<file path="config.mk">
export PLATFORM = sky130hd
export DESIGN_NAME = xnor_stream_correlator
export DESIGN_NICKNAME = d
export VERILOG_FILES = /design/src/rtl/xnor_stream_correlator.sv
export SDC_FILE = /design/constraint.sdc
export NUM_CORES = 1
export LEC_CHECK = 0
export CORE_MARGIN = 1.5
export CORE_UTILIZATION = 52
export DETAILED_ROUTE_END_ITERATION = 12
export PLACE_DENSITY = 0.79
export SETUP_SLACK_MARGIN = 0.5
export SYNTH_ARGS = -nofsm -noshare
export SYNTH_HDL_FRONTEND = slang
export SYNTH_SLANG_ARGS = --single-unit
</file>
<file path="constraint.sdc">
create_clock -name clk -period 4.91 [get_ports clk]
set_input_delay 0.491 -clock clk [delete_from_list [all_inputs] [get_ports clk]]
set_output_delay 0.491 -clock clk [all_outputs]
set_load 0.02 [all_outputs]
</file>
<file path="src/rtl/xnor_stream_correlator.sv">
// Serial XNOR pattern correlator: scores each W-bit window of an accepted bit stream
// against a reference pattern, pulses match on score >= thresh, with hold-off and hit counter.
module xnor_stream_correlator #(
    parameter int W       = 8,
    parameter int HOLDOFF = 8,
    parameter int CW      = 8,
    localparam int SW     = $clog2(W + 1)
) (
    input  logic          clk,
    input  logic          rst_n,
    input  logic          clear,
    input  logic          bit_valid,
    input  logic          bit_in,
    input  logic [W-1:0]  pattern,
    input  logic [SW-1:0] thresh,
    output logic [SW-1:0] score,
    output logic          score_valid,
    output logic          match,
    output logic [CW-1:0] hit_count,
    output logic [1:0]    state_o
);
    localparam int HW = (HOLDOFF < 1) ? 1 : $clog2(HOLDOFF + 1);
    localparam logic [SW-1:0] FILL_MAX = SW'(W);
    localparam logic [HW-1:0] HOLD_MAX = HW'(HOLDOFF);

    typedef enum logic [1:0] {FILL = 2'd0, SEARCH = 2'd1, HOLD = 2'd2} state_t;

    state_t        state, state_nx;
    logic [W-1:0]  shreg, shreg_n;
    logic [SW-1:0] fill, fill_n, score_n;
    logic [HW-1:0] hold, hold_n;
    logic          eval, hit;

    function automatic logic [SW-1:0] popcount(input logic [W-1:0] v);
        logic [SW-1:0] c;
        c = '0;
        for (int i = 0; i < W; i++) c = c + SW'(v[i]);
        return c;
    endfunction

    always_comb begin
        shreg_n  = {shreg[W-2:0], bit_in};
        fill_n   = (fill == FILL_MAX) ? fill : fill + 1'b1;
        score_n  = popcount(~(shreg_n ^ pattern));
        // The bit that completes the first window is evaluated under the SEARCH rule.
        eval     = bit_valid && ((state != FILL) || (fill_n == FILL_MAX));
        hit      = 1'b0;
        state_nx = state;
        hold_n   = hold;
        if (eval) begin
            case (state)
                FILL, SEARCH: begin
                    state_nx = SEARCH;
                    if (score_n >= thresh) begin
                        hit = 1'b1;
                        if (HOLDOFF > 0) begin
                            state_nx = HOLD;
                            hold_n   = '0;
                        end
                    end
                end
                HOLD: begin
                    hold_n = hold + 1'b1;
                    if (hold_n == HOLD_MAX) state_nx = SEARCH;
                end
                default: state_nx = FILL;
            endcase
        end
    end

    always_ff @(posedge clk or negedge rst_n) begin
        if (!rst_n) begin
            state       <= FILL;
            shreg       <= '0;
            fill        <= '0;
            hold        <= '0;
            score       <= '0;
            score_valid <= 1'b0;
            match       <= 1'b0;
            hit_count   <= '0;
        end else if (clear) begin
            state       <= FILL;
            shreg       <= '0;
            fill        <= '0;
            hold        <= '0;
            score       <= '0;
            score_valid <= 1'b0;
            match       <= 1'b0;
            hit_count   <= '0;
        end else begin
            state       <= state_nx;
            hold        <= hold_n;
            score_valid <= eval;
            match       <= hit;
            if (bit_valid) begin
                shreg <= shreg_n;
                fill  <= fill_n;
            end
            if (eval) score <= score_n;
            if (hit && (hit_count != '1)) hit_count <= hit_count + 1'b1;
        end
    end

    assign state_o = state;
endmodule

</file>
After elaboration in Yosys (flattened, before gate mapping)
Index checks and enable logic that the tools add are counted.
W data, S select, Z words.
{ "op_classes": {"n_addsub": 10, "n_lt_le_gt_ge": 1, "eq_ne": 8, "n_mux": 23, "bitwise_logic": 2, "n_reduce_logical": 12} }
{ "op_table": {"columns": ["op", "count"], "rows": [
  ["$mux W4", 8],
  ["$add A4 B1 Y4", 4],
  ["$mux W8", 2],
  ["$mux W7", 2],
  ["$eq A4 B4 Y1 const B", 3],
  ["$add A4 B1 Y4 const B", 2],
  ["$add A8 B1 Y8 const B", 1],
  ["$mux W2", 4],
  ["$ne A8 B8 Y1 const B", 1],
  ["$not A8 Y8", 1],
  ["$pmux W4 S2", 1],
  ["$reduce_bool A2 Y1", 4],
  ["$xor A8 B8 Y8", 1],
  ["$ne A3 B3 Y1 const B", 2],
  ["$mux W1", 5],
  ["$add A3 B1 Y4", 1],
  ["$ge A4 B4 Y1", 1],
  ["$pmux W2 S2", 1],
  ["$add A2 B1 Y3", 1],
  ["$reduce_and A3 Y1", 1],
  ["$reduce_bool A3 Y1", 1],
  ["$add A1 B1 Y2", 1],
  ["$eq A2 B1 Y1 const B", 1],
  ["$eq A2 B2 Y1 const B", 1],
  ["other kinds (5)", 6]
]} }
{ "totals": {"register_bits": 31, "out_inout_bits": 16} }

Depth between registers and ports, before layout
{ "logic_depth": {"depth_word": 16, "mapped_depth": 16} }

Worst setup path before layout
Ideal clock, no wire load.
{ "synth_timing": {"kind": "input -> register", "startpoint": "in pattern[0]", "endpoint": "reg hit_count[6]", "t_arrival_ns": 4.453, "slack_ns": 0.379, "path_stages": 16, "n_path_buf": 0, "cell_sequence": "xor2_1 fa_1 fa_1 inv_1 fa_1 ha_1 inv_1 fa_1 xnor2_1 ha_1 o21a_1 nor2_1 nor3_1 o2111ai_2 or4_1 a21oi_1"} }
{ "synth_between": {"elab_chain_cells": 15} }
{ "synth_rtl": {"columns": ["element", "line_no", "text"], "rows": [
  ["from (decl)", "14", "input logic [W-1:0] pattern,"],
  ["$xor A8 B8 Y8", "44", "score_n = popcount(~(shreg_n ^ pattern));"],
  ["$not A8 Y8", "44", null],
  ["$add A1 B1 Y2", "37", "for (int i = 0; i < W; i++) c = c + SW'(v[i]);"],
  ["$add A2 B1 Y3", "37", null],
  ["$add A3 B1 Y4", "37", null],
  ["$add A4 B1 Y4 (4 in series)", "37", null],
  ["$ge A4 B4 Y1", "54", "if (score_n >= thresh) begin"],
  ["$mux W1", "54", null],
  ["$mux W1", "51", "case (state)"],
  ["$mux W1", "50", "if (eval) begin"],
  ["$logic_and A1 B1 Y1", "100", "if (hit && (hit_count != '1)) hit_count <= hit_count + 1'b1;"],
  ["$reduce_bool A2 Y1 (no line)", null, null],
  ["to (signal assigned)", "100", null],
  ["to (decl)", "19", "output logic [CW-1:0] hit_count,"]
]} }
Every way passes these cells.
A chain may end at the register's enable or synchronous reset.

Worst setup path after layout
{ "layout_timing": {"startpoint": "reg shreg[0]", "endpoint": "reg hit_count[1]"} }
{ "layout_between": {"elab_chain_cells": 15} }
{ "layout_rtl": {"columns": ["element", "line_no", "text"], "rows": [
  ["from (decl)", "29", "logic [W-1:0] shreg, shreg_n;"],
  ["from (signal assigned)", "96", "shreg <= shreg_n;"],
  ["$xor A8 B8 Y8", "44", null],
  ["$not A8 Y8", "44", null],
  ["$add A1 B1 Y2", "37", null],
  ["$add A2 B1 Y3", "37", null],
  ["$add A3 B1 Y4", "37", null],
  ["$add A4 B1 Y4 (4 in series)", "37", null],
  ["$ge A4 B4 Y1", "54", null],
  ["$mux W1", "54", null],
  ["$mux W1", "51", null],
  ["$mux W1", "50", null],
  ["$logic_and A1 B1 Y1", "100", null],
  ["$reduce_bool A2 Y1 (no line)", null, null]
]} }
Every way passes these cells.

==> reports/qor.yml <==
status:
  status: "finished clean"
yosys:
  syn_area_per_cell_um2: 9.753
  ys_warn_count: 0
  yosysUniqueCellTypes: 34
  synth.most_common_cell: "dfrtp_1"
  synthesis.nets: 222
  synth_top_family_by_area: "simple AND/OR/NAND/NOR gates"
  synth_top_area_share: 0.4186
  synthXorXnorAreaFrac: 0.07090
  synth_edf_count: 0
  synth_flop_cell: "dfrtp_1"
  synth_seq_area_share: 0.4186
  yosys-top-cells-count: "dfrtp_1, nor2_1, inv_1"
  synth_fa_ha_area_frac: 0.1175
  async_reset_ff_frac: 1.000
  synthesis.area_um2: 1853
  synth.area.top_cells: "dfrtp_1, ha_1, mux2i_1"
  synthSimpleGateAreaFrac: 0.1357
  synth_seq_cells: 31
  synthesis.instances: 190
  synth_area_leader_cell: "dfrtp_1"
  synth_mux_area_frac: 0.07022
  synth_compound_area_frac: 0.1344
run:
  maxCapViolCount: 0
timing:
  hold_viol: 0
  rsz0062_at_grt: "yes"
  clock_skew_ps: 16.81
  period_needed_ps: 4584
  maxSlewHeadroom: 0.2676
  setup_tns_ps: 0
  hold_slack_ps: 526.6
  timing.final.crit_share: 0.9337
  setup_viol: 0
  fmax_mhz: 218.1
  worstMarginPinSlew_ps: 1095
  maxSlewViolCount: 0
floorplanning:
  rows: 21
  die_x_um: 62.70
  fp.dieH_um: 62.70
  io_pins: 33
  coreArea_um2: 3390
  die_area_um2: 3931
  start_util: 0.5467
global_route:
  antenna_found_initial: 0
  grt_pass1_vias: 1606
  overflow: 0
  grt_usage: 0.2417
  grt_max_degree: 32
  grt_first_pass_wirelength_um: 7369
route:
  drc_errors: 0
  firstDrtPassIters: 4
  wl_um: 4314
  via_per_inst: 5.526
  num_vias: 1586
  drtIter0Drc: 144
  final_antenna_net_count: 0
  wl_per_cell_um: 15.03
pwr:
  vdd_drop_max_v: 0.0001926
  p_leak_uw: 0.001130
  p_per_area_nw_per_um2: 282.6
  power_uw: 711.4
layout:
  drive_above_1_share: 0.1826
  antenna_cells: 0
  nNetsFinal: 272
  fillers: 231
  area_growth_pct: 35.85
  final_area_um2: 2517
clocking:
  cts_buffers: 5
  cts_root_buf: "clkbuf_4"
  cts_tree: "built"
  clkSinkCount: 31
  path_clk_slew_ps: 100
  hold_buffers: 0
  clock_latency_ps: 340
  clockBufferDepth: 2
  h-tree-depth: 2
place:
  port_buffers: 32
  dp_hpwl_um: 3030
  place.gp.congestion: 0.8203
  place_area_um2: 2283
worst_setup_path:
  crit_start: "shreg[0]"
  end_kind: "register"
  critical_path_class: "register to register"
  reg2reg_from: "shreg[0]"
  cp-start-kind: "register"
  required_ps: 5100
  cp_max_fo: 6
  critical_path_arrival_ps: 4770
worst_hold_path:
  hold_class: "input port to async pin"
## cells in the final DEF (no fill, tap or decap), types with 2 or more instances in the layout
cell             synthesis  final
dfrtp_1                 31     31
clkdlybuf4s50_1          0     28
nor2_1                  23     22
inv_1                   21     18
mux2i_1                 13     13
nand2_1                 11     11
buf_4                    0     11
ha_1                    11      8
a21oi_1                  9      7
o21ai_0                 10      7
xor2_1                   9      6
xnor2_1                  6      5
or3_1                    5      5
nand3_1                  5      5
clkbuf_4                 0      5
buf_6                    0      5
a31oi_1                  4      4
nand4_1                  4      4
xor2_2                   0      3
inv_2                    0      3
fa_1                     4      3
a211oi_1                 2      2
a21oi_2                  0      2
o21ai_2                  0      2
ha_4                     0      2
clkbuf_1                 3      2
clkdlybuf4s15_1          0      2
dlygate4sd2_1            0      2
## layer usage
layer / track usage / routed length, um
met3: 0.04865 / 137
met1: 0.3081 / 1867
met4: 0.1139 / 79
met5: 0 / 0
met2: 0.3952 / 2229
## final cells by class
cell class	instances	area, um2	area share
clock inverters	1	5.005	0.001988
repair buffers	48	456.7	0.1814
inverters	21	78.83	0.03131
multi-input cells	133	1099	0.4364
well taps	46	57.56	0.02286
clock buffers	7	45.04	0.01789
flip-flops and latches	31	775.7	0.3082
## power breakdown
group,total (uW),internal [uW],switching [uW]
clock,144,55.7,88.5
sequential,264,259,5.09
combinational,303,162,141
total,711,476,235
## state kept, by name (all words and copies together) (netlist names)
name,cells
fill,4
hit_count,8
hold,4
match,1
score,4
score_valid,1
shreg,7
state_o,2
## path summary, 6_finish.rpt
kind,end,cells after the start,slack (ps)
worst min register to register,score[0],2,530
max in group asynchronous,shreg[3],2,4070
worst max-delay path,hit_count[1],19,330
worst max register to register,hit_count[1],19,330
worst min-delay path,fill[3],2,530
min in group clk,score[0],2,530
## logic make-up (layout without fill, tap and decap cells)
kind of cell | after synthesis | count (layout)
simple gates | 55 | 55
mux | 13 | 13
compound gates | 35 | 35
flops | 31 | 31
xor+xnor | 15 | 15
fa+ha+maj | 15 | 15
buf+inv | 26 | 77
## worst max-delay path, cell delays in order (launching register included)
cell       delay (ps)
dfrtp_1           430
xor2_2            200
fa_1              500
fa_1              510
inv_2              40
fa_1              490
ha_2              190
inv_2              40
fa_2              530
inv_2              60
ha_4              240
a2111oi_4         300
buf_4             190
nor3_4             40
buf_4             150
o2111ai_4          90
buf_6             140
buf_6              90
mux2i_1           170
nor2_1             50
## repair_timing
item | CTS | global route
pin swaps | 11 | 17
endpoints found under the setup margin | 14 | 15
buffers inserted | 7 | 2
gates resized for setup | 20 | 11
## through the flow
step	worst slack (ps)	std cells	utilization
finish	325.7	287	0.7427
global route	145.1	287	0.7427
CTS	246.2	285	0.7213
detailed placement	-227.1	270	0.6737
global placement	-96.57	270	0.6737
floorplan	528.0	190	-
No activity file was read; power rests on OpenSTA's default activity.
